**src/rtl/mem_access_pkg.sv**
```systemverilog
// Shared definitions for the memory access unit: access size encodings,
// the controller state type, byte-lane masks and the alignment helper.
package mem_access_pkg;

    localparam logic [1:0] SIZE_B   = 2'b00;
    localparam logic [1:0] SIZE_H   = 2'b01;
    localparam logic [1:0] SIZE_W   = 2'b10;
    localparam logic [1:0] SIZE_RSV = 2'b11;

    typedef enum logic [2:0] {
        ST_IDLE    = 3'd0,
        ST_LOAD    = 3'd1,
        ST_STORE_W = 3'd2,
        ST_RMW_RD  = 3'd3,
        ST_RMW_WR  = 3'd4,
        ST_RESP    = 3'd5
    } state_e;

    localparam logic [31:0] LANE_MASK_B = 32'h0000_00FF;
    localparam logic [31:0] LANE_MASK_H = 32'h0000_FFFF;
    localparam logic [31:0] LANE_MASK_W = 32'hFFFF_FFFF;

    // Reserved size 2'b11 behaves as a word, so any size with bit 1 set
    // needs both low address bits clear.
    function automatic logic isMisaligned(input logic [1:0] size, input logic [1:0] addrLow);
        logic bad;
        bad = 1'b0;
        if (size == SIZE_H) begin
            bad = addrLow[0];
        end else if (size[1]) begin
            bad = (addrLow != 2'b00);
        end
        return bad;
    endfunction

endpackage

```
**src/rtl/mem_access_if.sv**
```systemverilog
// Bundle of the request/response handshake and the word-wide data-memory
// port. The slave view belongs to mem_access_unit; the master view is the
// requester plus memory side.
interface mem_access_if;
    import mem_access_pkg::*;

    logic        req_valid;
    logic        req_ready;
    logic        req_write;
    logic [1:0]  req_size;
    logic        req_signed;
    logic [31:0] req_addr;
    logic [31:0] req_wdata;

    logic        resp_valid;
    logic [31:0] resp_rdata;
    logic        resp_err;

    logic [31:0] mem_address;
    logic [31:0] mem_write_data;
    logic        mem_Memwrite;
    logic [31:0] mem_read_data;

    modport slave (
        input  req_valid, req_write, req_size, req_signed, req_addr, req_wdata,
        output req_ready,
        output resp_valid, resp_rdata, resp_err,
        output mem_address, mem_write_data, mem_Memwrite,
        input  mem_read_data
    );

    modport master (
        output req_valid, req_write, req_size, req_signed, req_addr, req_wdata,
        input  req_ready,
        input  resp_valid, resp_rdata, resp_err,
        input  mem_address, mem_write_data, mem_Memwrite,
        output mem_read_data
    );

endinterface

```
**src/rtl/mem_lane_align.sv**
```systemverilog
// Purely combinational little-endian lane logic: pulls a byte/half out of a
// memory word with sign or zero extension, and merges store data into the
// word that was read for a read-modify-write.
module mem_lane_align
    import mem_access_pkg::*;
(
    input  logic [31:0] rdWord_i,
    input  logic [1:0]  addrLow_i,
    input  logic [1:0]  size_i,
    input  logic        signed_i,
    input  logic [31:0] wdata_i,
    output logic [31:0] loadData_o,
    output logic [31:0] storeWord_o
);

    logic [4:0]  byteShift;
    logic [4:0]  halfShift;
    logic [7:0]  laneByte;
    logic [15:0] laneHalf;
    logic [31:0] laneMask;
    logic [31:0] laneIns;

    // Select the addressed lane, then extend it or splice new data into it.
    always_comb begin
        byteShift = {addrLow_i, 3'b000};
        halfShift = {addrLow_i[1], 4'b0000};
        laneByte  = rdWord_i[byteShift +: 8];
        laneHalf  = rdWord_i[halfShift +: 16];
        loadData_o = rdWord_i;
        laneMask   = LANE_MASK_W;
        laneIns    = wdata_i;
        case (size_i)
            SIZE_B: begin
                loadData_o = {{24{signed_i & laneByte[7]}}, laneByte};
                laneMask   = LANE_MASK_B << byteShift;
                laneIns    = {24'h000000, wdata_i[7:0]} << byteShift;
            end
            SIZE_H: begin
                loadData_o = {{16{signed_i & laneHalf[15]}}, laneHalf};
                laneMask   = LANE_MASK_H << halfShift;
                laneIns    = {16'h0000, wdata_i[15:0]} << halfShift;
            end
            default: begin
                loadData_o = rdWord_i;
                laneMask   = LANE_MASK_W;
                laneIns    = wdata_i;
            end
        endcase
        storeWord_o = (rdWord_i & ~laneMask) | (laneIns & laneMask);
    end

endmodule

```
**src/rtl/mem_access_unit.sv**
```systemverilog
// Load/store unit between a single-outstanding request pipeline and a
// word-wide data memory. Sub-word stores are done as read-modify-write.
// Optional feature: define MEM_ACCESS_MISALIGN_TRAP_EN to answer misaligned
// half/word requests with resp_err instead of performing the access.
module mem_access_unit
    import mem_access_pkg::*;
(
    input  logic         clock,
    input  logic         reset_n,
    mem_access_if.slave  bus
);

    state_e      state_q, state_d;
    logic [31:0] addr_q, addr_d;
    logic [31:0] wdata_q, wdata_d;
    logic [1:0]  size_q, size_d;
    logic        signed_q, signed_d;
    logic [31:0] memWdata_q, memWdata_d;
    logic        memWrite_q, memWrite_d;
    logic        respValid_q, respValid_d;
    logic [31:0] respRdata_q, respRdata_d;
    logic        respErr_q, respErr_d;

    logic [31:0] loadData;
    logic [31:0] storeWord;
    logic        trapReq;

`ifdef MEM_ACCESS_MISALIGN_TRAP_EN
    assign trapReq = isMisaligned(bus.req_size, bus.req_addr[1:0]);
`else
    assign trapReq = 1'b0;
`endif

    mem_lane_align u_lane (
        .rdWord_i    (bus.mem_read_data),
        .addrLow_i   (addr_q[1:0]),
        .size_i      (size_q),
        .signed_i    (signed_q),
        .wdata_i     (wdata_q),
        .loadData_o  (loadData),
        .storeWord_o (storeWord)
    );

    assign bus.req_ready      = (state_q == ST_IDLE);
    assign bus.mem_address    = {addr_q[31:2], 2'b00};
    assign bus.mem_write_data = memWdata_q;
    assign bus.mem_Memwrite   = memWrite_q;
    assign bus.resp_valid     = respValid_q;
    assign bus.resp_rdata     = respRdata_q;
    assign bus.resp_err       = respErr_q;

    // Next-state logic; write enable and response fields default low so they pulse.
    always_comb begin
        state_d     = state_q;
        addr_d      = addr_q;
        wdata_d     = wdata_q;
        size_d      = size_q;
        signed_d    = signed_q;
        memWdata_d  = memWdata_q;
        memWrite_d  = 1'b0;
        respValid_d = 1'b0;
        respRdata_d = 32'h0;
        respErr_d   = 1'b0;
        case (state_q)
            ST_IDLE: begin
                if (bus.req_valid) begin
                    addr_d   = bus.req_addr;
                    wdata_d  = bus.req_wdata;
                    size_d   = bus.req_size;
                    signed_d = bus.req_signed;
                    if (trapReq) begin
                        state_d     = ST_RESP;
                        respValid_d = 1'b1;
                        respErr_d   = 1'b1;
                    end else if (!bus.req_write) begin
                        state_d = ST_LOAD;
                    end else if (bus.req_size[1]) begin
                        state_d    = ST_STORE_W;
                        memWdata_d = bus.req_wdata;
                        memWrite_d = 1'b1;
                    end else begin
                        state_d = ST_RMW_RD;
                    end
                end
            end
            ST_LOAD: begin
                state_d     = ST_RESP;
                respValid_d = 1'b1;
                respRdata_d = loadData;
            end
            ST_STORE_W: begin
                state_d     = ST_RESP;
                respValid_d = 1'b1;
            end
            ST_RMW_RD: begin
                state_d    = ST_RMW_WR;
                memWdata_d = storeWord;
                memWrite_d = 1'b1;
            end
            ST_RMW_WR: begin
                state_d     = ST_RESP;
                respValid_d = 1'b1;
            end
            ST_RESP: begin
                state_d = ST_IDLE;
            end
            default: begin
                state_d = ST_IDLE;
            end
        endcase
    end

    // State and output registers with synchronous active-low reset.
    always_ff @(posedge clock) begin
        if (!reset_n) begin
            state_q     <= ST_IDLE;
            addr_q      <= 32'h0;
            wdata_q     <= 32'h0;
            size_q      <= SIZE_B;
            signed_q    <= 1'b0;
            memWdata_q  <= 32'h0;
            memWrite_q  <= 1'b0;
            respValid_q <= 1'b0;
            respRdata_q <= 32'h0;
            respErr_q   <= 1'b0;
        end else begin
            state_q     <= state_d;
            addr_q      <= addr_d;
            wdata_q     <= wdata_d;
            size_q      <= size_d;
            signed_q    <= signed_d;
            memWdata_q  <= memWdata_d;
            memWrite_q  <= memWrite_d;
            respValid_q <= respValid_d;
            respRdata_q <= respRdata_d;
            respErr_q   <= respErr_d;
        end
    end

endmodule

```
**src/flat_wrapper.sv**
```systemverilog
// flat-port wrapper written by rule: the top's interface ports become plain ports
module mem_access_unit_flat import mem_access_pkg::*;
  (clock, reset_n, bus_req_valid, bus_req_write, bus_req_size, bus_req_signed, bus_req_addr, bus_req_wdata, bus_req_ready, bus_resp_valid, bus_resp_rdata, bus_resp_err, bus_mem_address, bus_mem_write_data, bus_mem_Memwrite, bus_mem_read_data);
  mem_access_if bus_i ();
  input  logic clock;
  input  logic reset_n;
  input wire logic [$bits(bus_i.req_valid)-1:0] bus_req_valid;
  input wire logic [$bits(bus_i.req_write)-1:0] bus_req_write;
  input wire logic [$bits(bus_i.req_size)-1:0] bus_req_size;
  input wire logic [$bits(bus_i.req_signed)-1:0] bus_req_signed;
  input wire logic [$bits(bus_i.req_addr)-1:0] bus_req_addr;
  input wire logic [$bits(bus_i.req_wdata)-1:0] bus_req_wdata;
  output wire logic [$bits(bus_i.req_ready)-1:0] bus_req_ready;
  output wire logic [$bits(bus_i.resp_valid)-1:0] bus_resp_valid;
  output wire logic [$bits(bus_i.resp_rdata)-1:0] bus_resp_rdata;
  output wire logic [$bits(bus_i.resp_err)-1:0] bus_resp_err;
  output wire logic [$bits(bus_i.mem_address)-1:0] bus_mem_address;
  output wire logic [$bits(bus_i.mem_write_data)-1:0] bus_mem_write_data;
  output wire logic [$bits(bus_i.mem_Memwrite)-1:0] bus_mem_Memwrite;
  input wire logic [$bits(bus_i.mem_read_data)-1:0] bus_mem_read_data;
  assign bus_i.req_valid = bus_req_valid;
  assign bus_i.req_write = bus_req_write;
  assign bus_i.req_size = bus_req_size;
  assign bus_i.req_signed = bus_req_signed;
  assign bus_i.req_addr = bus_req_addr;
  assign bus_i.req_wdata = bus_req_wdata;
  assign bus_req_ready = bus_i.req_ready;
  assign bus_resp_valid = bus_i.resp_valid;
  assign bus_resp_rdata = bus_i.resp_rdata;
  assign bus_resp_err = bus_i.resp_err;
  assign bus_mem_address = bus_i.mem_address;
  assign bus_mem_write_data = bus_i.mem_write_data;
  assign bus_mem_Memwrite = bus_i.mem_Memwrite;
  assign bus_i.mem_read_data = bus_mem_read_data;
  mem_access_unit u_core (.clock(clock), .reset_n(reset_n), .bus(bus_i));
endmodule
```
**config.mk**
```make
export PLATFORM = sky130hd
export DESIGN_NAME = mem_access_unit_flat
export DESIGN_NICKNAME = d
export VERILOG_FILES = /design/src/rtl/mem_access_pkg.sv /design/src/rtl/mem_access_if.sv /design/src/rtl/mem_lane_align.sv /design/src/rtl/mem_access_unit.sv /design/src/flat_wrapper.sv
export SDC_FILE = /design/constraint.sdc
export NUM_CORES = 1
export LEC_CHECK = 0
export ABC_AREA = 1
export CORE_MARGIN = 3
export CORE_UTILIZATION = 50
export CTS_BUF_LIST = sky130_fd_sc_hd__clkbuf_2 sky130_fd_sc_hd__clkbuf_4 sky130_fd_sc_hd__clkbuf_8
export CTS_CLUSTER_DIAMETER = 60
export CTS_CLUSTER_SIZE = 24
export DETAILED_ROUTE_END_ITERATION = 7
export GPL_TIMING_DRIVEN = 0
export PLACE_DENSITY = 0.83
export SYNTH_ARGS = -nofsm -noshare
export SYNTH_HDL_FRONTEND = slang
export SYNTH_HIERARCHICAL = 1
export SYNTH_SLANG_ARGS = --single-unit
```
**constraint.sdc**
```tcl
create_clock -name clock -period 1.75 [get_ports clock]
set_clock_uncertainty 0.1 [all_clocks]
set_input_delay 0.2625 -clock clock [delete_from_list [all_inputs] [get_ports clock]]
set_output_delay 0.2625 -clock clock [all_outputs]
set_load 0.02 [all_outputs]
```
==> metrics.md, run 1 <==
| Metric | Value |
|---|---|
| Peak fanout along the critical path | `8` |
| Setup crit start kind | `flip-flop` |
| Core area | `about 14,000 um2` |
| Nets | `between 1k and 1.5k` |
| Top cell type by total area after synthesis | `dfxtp_1` |
| Average size of a mapped cell | `approximately 6.5 um2` |
| Placed instance area | `9300 um2` |
| Worst hold path depth | `3` |
| Remaining Overflow, GRT | `0` |
| Area of the mapped netlist | `between 7000 and 8000 um2` |
| FF-to-FF setup slack | `roughly 0.0043 ns` |
| Min-Delay Startpoint | `reset_n` |
| Hold Buf Count CTS | `0` |
| WHS Endpoint | `u_core/bus.mem_write_data[0]` |
| RePlAce Congestion | `0.944` |
| Worst setup EP type | `flip-flop` |
| Post-DRT Antenna Nets | `0` |
| Placed Cells | `approximately 1.5k` |
| Final Hold Viols | `0` |
| Routed len/inst | `about 16 um` |
| Layout Utilization | `roughly 74%` |
| Reg2reg path depth | `10` |
| Synth cell types | `30` |
| Number of iterations in the first detailed-routing pass | `5` |
| Dpl ws | `-0.210 ns` |
| GRT Overall Usage | `between 20% and 30%` |
| Fin cells | `1,519` |
| Slew Limit Fails | `0` |
| CTS sink count | `136` |
| Minimum clock period | `~1.7 ns` |
| Period utilisation layout | `99.8%` |
| DRC Markers | `0` |
| Setup violations, final | `0` |
| CTS Buf Count | `17` |
| Share of cells above drive strength 1 | `14.7%` |
| Yosys Warn Count | `6` |
| Fmax | `roughly 570 MHz` |
| Finished Cell Area | `approximately 10000 um2` |
| Final Hold Slack | `0.0812 ns` |
| Via density | `just over 5` |
| H-tree levels | `4` |
| # diodes | `0` |
| FP Rows | `between 40 and 50` |
| Setup TNS | `0 ns` |
| Total Routed Length | `~24 mm` |
| Slew margin rel. | `60.0%` |
| Worst Setup Path Type | `reg -> reg` |
| Starting Density | `roughly 52%` |
| Synth area leaders | `dfxtp_1 (38%), nand2_1 (18%), nand3_1 (11%)` |
| Die H | `125 um` |
| First-pass GRT wire length | `approximately 37 mm` |
| Vias in the first global route | `a little over 7k` |
| Die X | `about 130 um` |
| RSZ-0062 raised after global routing | `true` |
| Status | `complete, no violations` |
| CTS Root Cell | `clkbuf_8` |
| Hold Path Class | `in -> reg` |
| Clock tree from TritonCTS | `built` |
| Reg clk slew, reported paths | `roughly 0.080 ns` |
| Detailed placement HPWL | `approximately 18 mm` |
| Synth Register Bits | `between 100 and 150` |
| Worst r2r src | `u_core/addr_q[0]` |
| Die ar. | `between 15,000 and 20,000 um2` |
| CP Data Arrival Time | `approximately 2 ns` |
| Total power | `between 10 and 15 mW` |
| Max Cap Viol | `0` |
| R2r endpoint | `u_core/bus.mem_write_data[23]` |
| Sequential area share after synthesis | `about two fifths` |
| IO Pins | `between 200 and 250` |
| Initial antenna violation count | `0` |
| Vias | `roughly 8k` |
| Port Buf Inserts | `~200` |
| Least-Margin Pin Slew | `~0.6 ns` |
| Area growth from synthesis to layout | `40.7%` |
| Lkg Pwr | `between 5 and 6 nW` |
| Max Buffers Root-to-Sink | `2` |
| Max rail drop VDD | `~0.80 mV` |
| Worst-Skew Late Latency | `0.46 ns` |
| Largest net degree at the start of global routing | `17` |
| Post-Synthesis Cells | `around 1.1k` |
| Area share of the largest cell type after synthesis | `38.4%` |
| PD cells | `1010 nW/um2` |
| Setup slack after layout | `0.00428 ns` |
| Data required time at the worst endpoint | `between 2 and 2.5 ns` |
| DRT iter0 DRCs | `just over 800` |
[logic make-up (layout without fill, tap and decap cells)]
group / Yosys count / count (layout) / synth area share, %
DFF: 136 / 136 / 38.4
buffers and inverters: 204 / 461 / 14.7
AOI/OAI and AO/OA: 100 / 100 / 7.44
and+or+nand+nor: 643 / 643 / 39.4
other: 1 / 3 / 0.0528
[synth_stat cells]
master    number
a21oi_1       68
a21oi_4        1
buf_1          1
buf_2         34
buf_4         40
buf_6         10
clkbuf_1      16
clkinv_1       1
clkinv_8       1
conb_1         1
dfxtp_1      136
inv_1         93
inv_2          8
nand2_1      334
nand2_2        4
nand2_4        1
nand2_8        1
nand3_1      161
nand3_2        2
nand4_1        9
nand4_4        1
nor2_1       118
nor2_4         8
nor2_8         2
o211ai_1       5
o21ai_0       20
o21ai_1        5
o21ai_2        1
or2_1          1
or2_2          1
[per-layer routing]
layer  GRT usage, %  vias up  routed length [um]
li1               -     3863                   -
met1           39.1     3530               10200
met2           46.1      412               10900
met3           7.63       56                2420
met4           10.7        0                 593
met5              0        -                   0
[cell usage in the layout, fill, tap and decap left out, types with 2 or more instances in the layout]
| cell | n |
|---|---|
| a21oi_1 | 68 |
| buf_12 | 2 |
| buf_2 | 29 |
| buf_4 | 67 |
| buf_6 | 12 |
| clkbuf_1 | 15 |
| clkbuf_4 | 4 |
| clkbuf_8 | 20 |
| clkdlybuf4s50_1 | 109 |
| clkinv_2 | 2 |
| clkinv_4 | 2 |
| clkinvlp_4 | 4 |
| conb_1 | 3 |
| dfxtp_1 | 131 |
| dfxtp_2 | 3 |
| dfxtp_4 | 2 |
| dlygate4sd2_1 | 72 |
| dlymetal6s2s_1 | 15 |
| inv_1 | 93 |
| inv_2 | 5 |
| inv_4 | 2 |
| nand2_1 | 322 |
| nand2_2 | 13 |
| nand2_4 | 4 |
| nand3_1 | 158 |
| nand3_2 | 5 |
| nand4_1 | 9 |
| nor2_1 | 118 |
| nor2_4 | 8 |
| nor2_8 | 2 |
| o211ai_1 | 5 |
| o21ai_0 | 18 |
| o21ai_1 | 7 |
[worst max-delay path, stage by stage, from the launching register on]
cell	delay, ns
dfxtp_4	0.40
inv_2	0.07
nor2_4	0.21
nor2_4	0.10
nor2_4	0.27
nand2_1	0.15
nand3_1	0.11
nand2_1	0.06
nand2_1	0.06
nor2_1	0.04
nor2_1	0.11
[final cells by class]
class / count / area [um2]
plain buffers: 101 / 677
well taps: 176 / 220
repair buffers: 226 / 2160
clock inverters: 10 / 96.3
inverters: 103 / 412
flip-flops and latches: 136 / 2730
fillers: 1167 / 3570
multi-input cells: 746 / 3410
clock buffers: 21 / 283
[timing repair]
item                                    CTS  global route
gates resized for setup                  85            55
buffers inserted                          4            24
pin swaps                                 1            30
endpoints found under the setup margin   93            55
cloned                                    0             1
[registers in the layout, summed over array words and instances, names as in the netlist]
signal                     cells
u_core/bus.mem_write_data     32
u_core/state_q                 3
u_core/bus.resp_rdata         32
u_core/size_q                  2
u_core/signed_q                1
u_core/bus.mem_Memwrite        1
u_core/bus.resp_valid          1
u_core/wdata_q                32
u_core/addr_q                 32
[report_power, final]
| group | internal (mW) | switching (mW) |
|---|---|---|
| sequential | 3.48 | 0.231 |
| combinational | 1.57 | 2.31 |
| clock | 1.24 | 1.25 |
[worst max path at each step]
stage	from	end	slack [ns]	depth (start not counted)
floorplan	u_core/addr_q[1]	u_core/bus.mem_write_data[25]	0.27	11
global placement	u_core/state_q[1]	bus_req_ready	-0.20	5
detailed placement	u_core/state_q[1]	bus_req_ready	-0.21	5
CTS	u_core/bus.resp_rdata[25]	bus_resp_rdata[25]	0.0009	1
global route	u_core/addr_q[0]	u_core/bus.mem_write_data[22]	-0.06	10
finish	u_core/addr_q[0]	u_core/bus.mem_write_data[23]	0.004	10
Power figures use the tool's default switching activity.
==> inputs of run 2 (changes only) <==
Settings changed: CORE_UTILIZATION 50 to 55, DONT_BUFFER_PORTS set to 1, PLACE_DENSITY 0.83 to 0.71.
==> run 2 against run 1 <==
The flow now finishes with violations (setup timing). Non-clock buffer count shrank 106. Cell count shrank 7.4%. Worst hold slack lost 0.051 ns. Utilization shrank 0.29 points. Fmax shrank 0.60%. Sequential share of layout area grew 2.9 points. Critical path type unchanged. Largest cell class unchanged.
==> metrics.md, run 2 (synthesized netlist as in run 1, its figures left out) <==
| Metric | Value |
|---|---|
| Status | `finished with violations (was complete, no violations)` |
| Failing checks | `setup timing` |
| Slew Limit Fails | `0 (unchanged)` |
| Minimum clock period | `1.76 ns (was 1.75 ns)` |
| Largest net degree at the start of global routing | `17 (unchanged)` |
| # diodes | `0 (unchanged)` |
| Reg clk slew, reported paths | `0.07 ns (was 0.08 ns)` |
| GRT Overall Usage | `32.5% (was 29.4%)` |
| Number of iterations in the first detailed-routing pass | `6 (was 5)` |
| Final Hold Slack | `0.0301 ns (was 0.0812 ns)` |
| Net Sw Frac | `36.6% (was 37.6%)` |
| Initial antenna violation count | `0 (unchanged)` |
| Setup crit start kind | `flip-flop (unchanged)` |
| Met1 wire length | `9.67 mm (was 10.2 mm)` |
| Remaining Overflow, GRT | `0 (unchanged)` |
| Max rail drop VDD | `0.753 mV (was 0.803 mV)` |
| H-tree levels | `4 (unchanged)` |
| Slew margin rel. | `58.0% (was 60.0%)` |
| Die ar. | `14,300 um2 (was 15,700 um2)` |
| CTS Buf Count | `17 (unchanged)` |
| Starting Density | `57.7% (was 52.4%)` |
| PD cells | `1110 nW/um2 (was 1010 nW/um2)` |
| DR WL met2 | `10.9 mm (about the same)` |
| Fmax | `569 MHz (was 573 MHz)` |
| Port Buf Inserts | `0 (was 197)` |
| Total power | `10.0 mW (was 10.1 mW)` |
| Hold Path Class | `in -> reg (unchanged)` |
| Nets | `1,328 (was 1,434)` |
| Worst-Skew Late Latency | `0.47 ns (was 0.46 ns)` |
| CTS Root Cell | `clkbuf_8 (unchanged)` |
| IO Pins | `203 (unchanged)` |
| Max Cap Viol | `0 (unchanged)` |
| DRC Markers | `0 (unchanged)` |
| Setup slack after layout | `-0.00625 ns (was 0.00428 ns)` |
| Via density | `5.40 (was 5.18)` |
| DRT iter0 DRCs | `893 (was 814)` |
| Detailed placement HPWL | `16.3 mm (was 18.2 mm)` |
| Die H | `120 um (was 125 um)` |
| Met3 wire length | `2.46 mm (was 2.42 mm)` |
| Lkg Pwr | `4.11 nW (was 5.04 nW)` |
| RePlAce Congestion | `0.995 (was 0.944)` |
| Reg power frac | `39.1% (was 36.8%)` |
| Area growth from synthesis to layout | `27.2% (was 40.7%)` |
| FP Rows | `40 (was 42)` |
| Clock tree from TritonCTS | `built (unchanged)` |
| Final Hold Viols | `0 (unchanged)` |
| Commonest non-fill, non-tap cell in the layout | `nand2_1 (unchanged)` |
| Most frequent cells in the layout | `nand2_1 (325), nand3_1 (160), dfxtp_1 (131) (was nand2_1 (322), nand3_1 (158), dfxtp_1 (131))` |
| Clock share of power | `28.4% (was 24.8%)` |
| Peak fanout along the critical path | `8 (unchanged)` |
| CP Data Arrival Time | `2.06 ns (was 2.04 ns)` |
| Comb power frac | `32.5% (was 38.4%)` |
| First-pass GRT wire length | `36.9 mm (was 37.0 mm)` |
| Worst setup EP type | `flip-flop (unchanged)` |
| Internal power | `6.35 mW (was 6.29 mW)` |
| Post-DRT Antenna Nets | `0 (unchanged)` |
| Max Buffers Root-to-Sink | `2 (unchanged)` |
| Setup violations, final | `1 (was 0)` |
| Total Routed Length | `23.7 mm (was 24.1 mm)` |
| Routed len/inst | `16.9 um (was 15.9 um)` |
| Worst Setup Path Type | `reg -> reg (unchanged)` |
| Share of cells above drive strength 1 | `15.1% (was 14.7%)` |
| Data required time at the worst endpoint | `2.05 ns (about the same)` |
| Core area | `12,300 um2 (was 13,600 um2)` |
| Die X | `120 um (was 125 um)` |
| Total net switching power | `3.66 mW (was 3.79 mW)` |
| RSZ-0062 raised after global routing | `true (unchanged)` |
| FILL cells | `1,078 (was 1,167)` |
| Vias in the first global route | `6,967 (was 7,151)` |
| Vias | `7,588 (was 7,861)` |
| Least-Margin Pin Slew | `0.630 ns (was 0.600 ns)` |
| Top Layer Used | `met4 (unchanged)` |
| CTS sink count | `136 (unchanged)` |
| Period utilisation layout | `100% (was 99.8%)` |
[run 2: layout make-up]
cell class,instances,area [um2],share of cell area [%]
clock buffers,25,319,3.53
repair buffers,120,1170,13.0
plain buffers,101,672,7.44
inverters,103,407,4.50
well taps,168,210,2.33
clock inverters,7,115,1.27
flip-flops and latches,136,2730,30.3
multi-input cells,746,3400,37.7
[run 2: metal layers]
layer | track usage, % | vias up
li1 | - | 3655
met1 | 42.0 | 3421
met2 | 52.3 | 446
met3 | 8.48 | 66
met4 | 12.5 | 0
met5 | 0 | -
[run 2: final timing paths]
check	from	end	slack, ns	depth (start not counted)
worst max register to register	u_core/addr_q[1]	u_core/bus.mem_write_data[11]	-0.006	11
worst min-delay path	bus_req_write	u_core/state_q[0]	0.03	5
worst min register to register	u_core/wdata_q[15]	u_core/wdata_q[15]	0.36	2
worst max-delay path	u_core/addr_q[1]	u_core/bus.mem_write_data[11]	-0.006	11
[run 2: through the flow]
| stage | utilization (%) | cell area, um2 | instances | TNS (ns) | setup slack [ns] |
|---|---|---|---|---|---|
| 2_1_floorplan | - | 7110 | 1086 | 0 | 0.270 |
| 3_3_place_gp | 59.4 | 7320 | 1254 | -0.426 | -0.0891 |
| 3_5_place_dp | 59.4 | 7320 | 1254 | -0.287 | -0.0617 |
| 4_1_cts | 71.6 | 8820 | 1391 | 0 | 0.000490 |
| 5_1_grt | 73.4 | 9030 | 1406 | -0.365 | -0.0702 |
| 6_report | 73.4 | 9030 | 1406 | -0.00625 | -0.00625 |
[run 2: worst max-delay path: stages, from the launching register on]
cell and delay (ns):
dfxtp_2 0.36, buf_8 0.15, inv_8 0.04, nor2_8 0.18
nor2_8 0.08, a21oi_4 0.24, nand2_1 0.13, nand2_1 0.11
nand2_1 0.06, nand2_1 0.08, nor2_1 0.07, nor2_1 0.10
[run 2: timing repair]
item	in CTS	in global routing
cloned	0	1
pin swaps	2	28
hold buffers	100	0
endpoints found under the setup margin	16	35
hold endpoints to repair	133	0
gates resized for setup	6	38
buffers inserted	5	14
[run 2: power groups by stage]
| stage | combinational [mW] | clock (mW) | sequential [mW] |
|---|---|---|---|
| finish | 3.25 | 2.84 | 3.92 |
| global route | 3.57 | 2.99 | 3.96 |
| CTS | 3.02 | 2.86 | 3.90 |
| detailed placement | 2.72 | 0 | 3.97 |
| global placement | 2.70 | 0 | 3.96 |
| floorplan | 2.18 | 0 | 3.89 |
==> inputs of run 3 (changes only) <==
Settings changed: PLACE_DENSITY 0.71 to 0.74.
Clock period 1.75 ns to 1.58 ns, I/O delays scaled along.
==> run 3 against run 2 <==
The flow finishes with violations (hold timing, setup timing). Count of clock-buffer cells in the layout shrank 5. Utilization rose by 3.7 points. Total power grew 16%. Combinational power rose by 28%. Largest power group unchanged. Non-clock buffer count rose by 27. Cell count increased by 2.0%.
==> metrics.md, run 3 (synthesized netlist as in run 1, its figures left out) <==
| Metric | Value |
|---|---|
| Slew Limit Fails | `0 (unchanged)` |
| Vias | `7,857 (was 7,588)` |
| Hold Path Class | `in -> reg (unchanged)` |
| DRC Markers | `0 (unchanged)` |
| Clock tree from TritonCTS | `built (unchanged)` |
| Die ar. | `14,300 um2 (unchanged)` |
| FP Rows | `40 (unchanged)` |
| Initial antenna violation count | `0 (unchanged)` |
| Min-Delay Startpoint | `bus_mem_read_data[18] (was bus_req_write)` |
| Worst Setup Path Type | `reg -> reg (unchanged)` |
| Die H | `120 um (unchanged)` |
| Max Cap Viol | `0 (unchanged)` |
| CTS Buf Count | `17 (unchanged)` |
| Commonest non-fill, non-tap cell in the layout | `nand2_1 (unchanged)` |
| Final Hold Slack | `-0.00399 ns (was 0.0301 ns)` |
| Setup TNS | `-1.28 ns (was -0.00625 ns)` |
| Vias in the first global route | `7,147 (was 6,967)` |
| CTS Root Cell | `clkbuf_8 (unchanged)` |
| IO Pins | `203 (unchanged)` |
| Least-Margin Pin Slew | `0.681 ns (was 0.630 ns)` |
| Area growth from synthesis to layout | `33.6% (was 27.2%)` |
| Data required time at the worst endpoint | `1.87 ns (was 2.05 ns)` |
| Status | `finished with violations (unchanged)` |
| Nets | `1,355 (was 1,328)` |
| Critical path origin | `u_core/size_q[1] (was u_core/addr_q[1])` |
| R2r endpoint | `u_core/bus.mem_write_data[19] (was u_core/bus.mem_write_data[11])` |
| Period utilisation layout | `106% (was 100%)` |
| RSZ-0062 raised after global routing | `true (unchanged)` |
| Die X | `120 um (unchanged)` |
| Layout Utilization | `77.1% (was 73.4%)` |
| CTS sink count | `136 (unchanged)` |
| H-tree levels | `4 (unchanged)` |
| RePlAce Congestion | `0.990 (was 0.995)` |
| Number of iterations in the first detailed-routing pass | `8 (was 6)` |
| Total Routed Length | `25.1 mm (was 23.7 mm)` |
| Share of cells above drive strength 1 | `20.1% (was 15.1%)` |
| FF-to-FF setup slack | `-0.09 ns (was -0.006 ns)` |
| Placed instance area | `7320 um2 (unchanged)` |
| Final Hold Viols | `1 (was 0)` |
| Fmax | `598 MHz (was 569 MHz)` |
| First-pass GRT wire length | `37.6 mm (was 36.9 mm)` |
| Port Buf Inserts | `0 (unchanged)` |
| Setup crit start kind | `flip-flop (unchanged)` |
| Max Buffers Root-to-Sink | `2 (unchanged)` |
| Slew margin rel. | `54.6% (was 58.0%)` |
| Setup slack after layout | `-0.0931 ns (was -0.00625 ns)` |
| DRT iter0 DRCs | `938 (was 893)` |
| Worst-Skew Late Latency | `0.46 ns (was 0.47 ns)` |
| Reg clk slew, reported paths | `0.08 ns (was 0.07 ns)` |
| Lkg Pwr | `4.28 nW (was 4.11 nW)` |
| Most frequent cells in the layout | `nand2_1 (309), nand3_1 (152), dfxtp_1 (130) (was nand2_1 (325), nand3_1 (160), dfxtp_1 (131))` |
| Finished Cell Area | `9490 um2 (was 9030 um2)` |
| CP Data Arrival Time | `1.96 ns (was 2.06 ns)` |
| PD cells | `1220 nW/um2 (was 1110 nW/um2)` |
| Critical path capture point | `u_core/bus.mem_write_data[19] (was u_core/bus.mem_write_data[11])` |
| Placed Cells | `1,254 (unchanged)` |
| Starting Density | `57.7% (unchanged)` |
| Post-DRT Antenna Nets | `0 (unchanged)` |
| Core area | `12,300 um2 (unchanged)` |
| Largest net degree at the start of global routing | `17 (unchanged)` |
| Worst setup EP type | `flip-flop (unchanged)` |
| Setup violations, final | `33 (was 1)` |
| Failing checks | `hold timing, setup timing (was setup timing)` |
| Max rail drop VDD | `0.804 mV (was 0.753 mV)` |
| Worst r2r src | `u_core/size_q[1] (was u_core/addr_q[1])` |
| Remaining Overflow, GRT | `0 (unchanged)` |
| Reg2reg path depth | `11 (unchanged)` |
| Minimum clock period | `1.67 ns (was 1.76 ns)` |
| Peak fanout along the critical path | `7 (was 8)` |
| Detailed placement HPWL | `16.3 mm (about the same)` |
| Via density | `5.48 (was 5.40)` |
| GRT Overall Usage | `33.0% (was 32.5%)` |
| Routed len/inst | `17.5 um (was 16.9 um)` |
| Fin cells | `1,434 (was 1,406)` |
-- run 3: cell types whose count changed in the layout (fill, tap and decap cells not counted), sizes merged --
cell	previous run	this run
buf	104	128
bufbuf	0	1
diode	0	1
inv	101	100
clkinvlp	2	4
clkinv	4	8
clkbuf	42	39
-- run 3: worst max-delay path: stages (launching register included) --
cell,delay [ns]
dfxtp_2,0.34
buf_12,0.15
clkinv_8,0.07
nand2_8,0.06
nor2_4,0.19
buf_2,0.21
nand2_1,0.07
nand3_1,0.09
nand2_1,0.07
nand2_1,0.08
nor2_1,0.05
nor2_1,0.11
-- run 3: layer usage --
metal  wire, um  part of all wire (%)  global-route usage [%]  up-vias
met5          0                     0                       0        -
met3       2630                    10                    9.75       76
li1           -                     -                       -     3715
met4        866                   3.5                    12.2        0
met2      11500                    46                    52.1      495
met1      10100                    40                    42.8     3571
-- run 3: timing repair --
action	4_1_cts	5_1_grt
hold buffers	99	1
cloned	3	5
hold endpoints to repair	133	1
pin swaps	37	62
endpoints found under the setup margin	52	115
setup buffers	21	19
resized for setup	41	86
-- run 3: worst min-delay path by stage --
stage	to	slack, ns	cells after the start
after detailed placement	u_core/state_q[1]	0.26	2
final	u_core/bus.resp_rdata[2]	-0.004	6
after CTS	u_core/bus.resp_rdata[18]	-0.09	4
after global placement	u_core/state_q[1]	0.26	2
after floorplan	u_core/state_q[1]	0.26	2
after global routing	u_core/bus.mem_write_data[0]	0.02	3
-- run 3: report_power, final --
part	switching, mW	internal (mW)	total [mW]	leakage [nW]
Combinational	2.42	1.76	4.17	2.96
Sequential	0.506	3.86	4.37	1.11
Clock	1.39	1.65	3.04	0.208
-- run 3: per-stage QoR --
step	setup slack (ns)	power [mW]	hold slack, ns
floorplan	0.100	6.72	0.256
global placement	-0.259	7.38	0.259
detailed placement	-0.264	7.41	0.262
CTS	-0.0509	11.1	-0.0896
global route	-0.157	12.1	0.0229
finish	-0.0931	11.6	-0.00399
-- run 3: cell type report --
type                       count  area, um2
antenna                        1       2.50
fill                         950       2830
clock buffer                  20        269
tap                          168        210
sequential                   136       2740
multi-input combinational    746       3550
clock inverter                12        150
inverter                     103        420
timing repair buffer         148       1450
buffer                       100        693
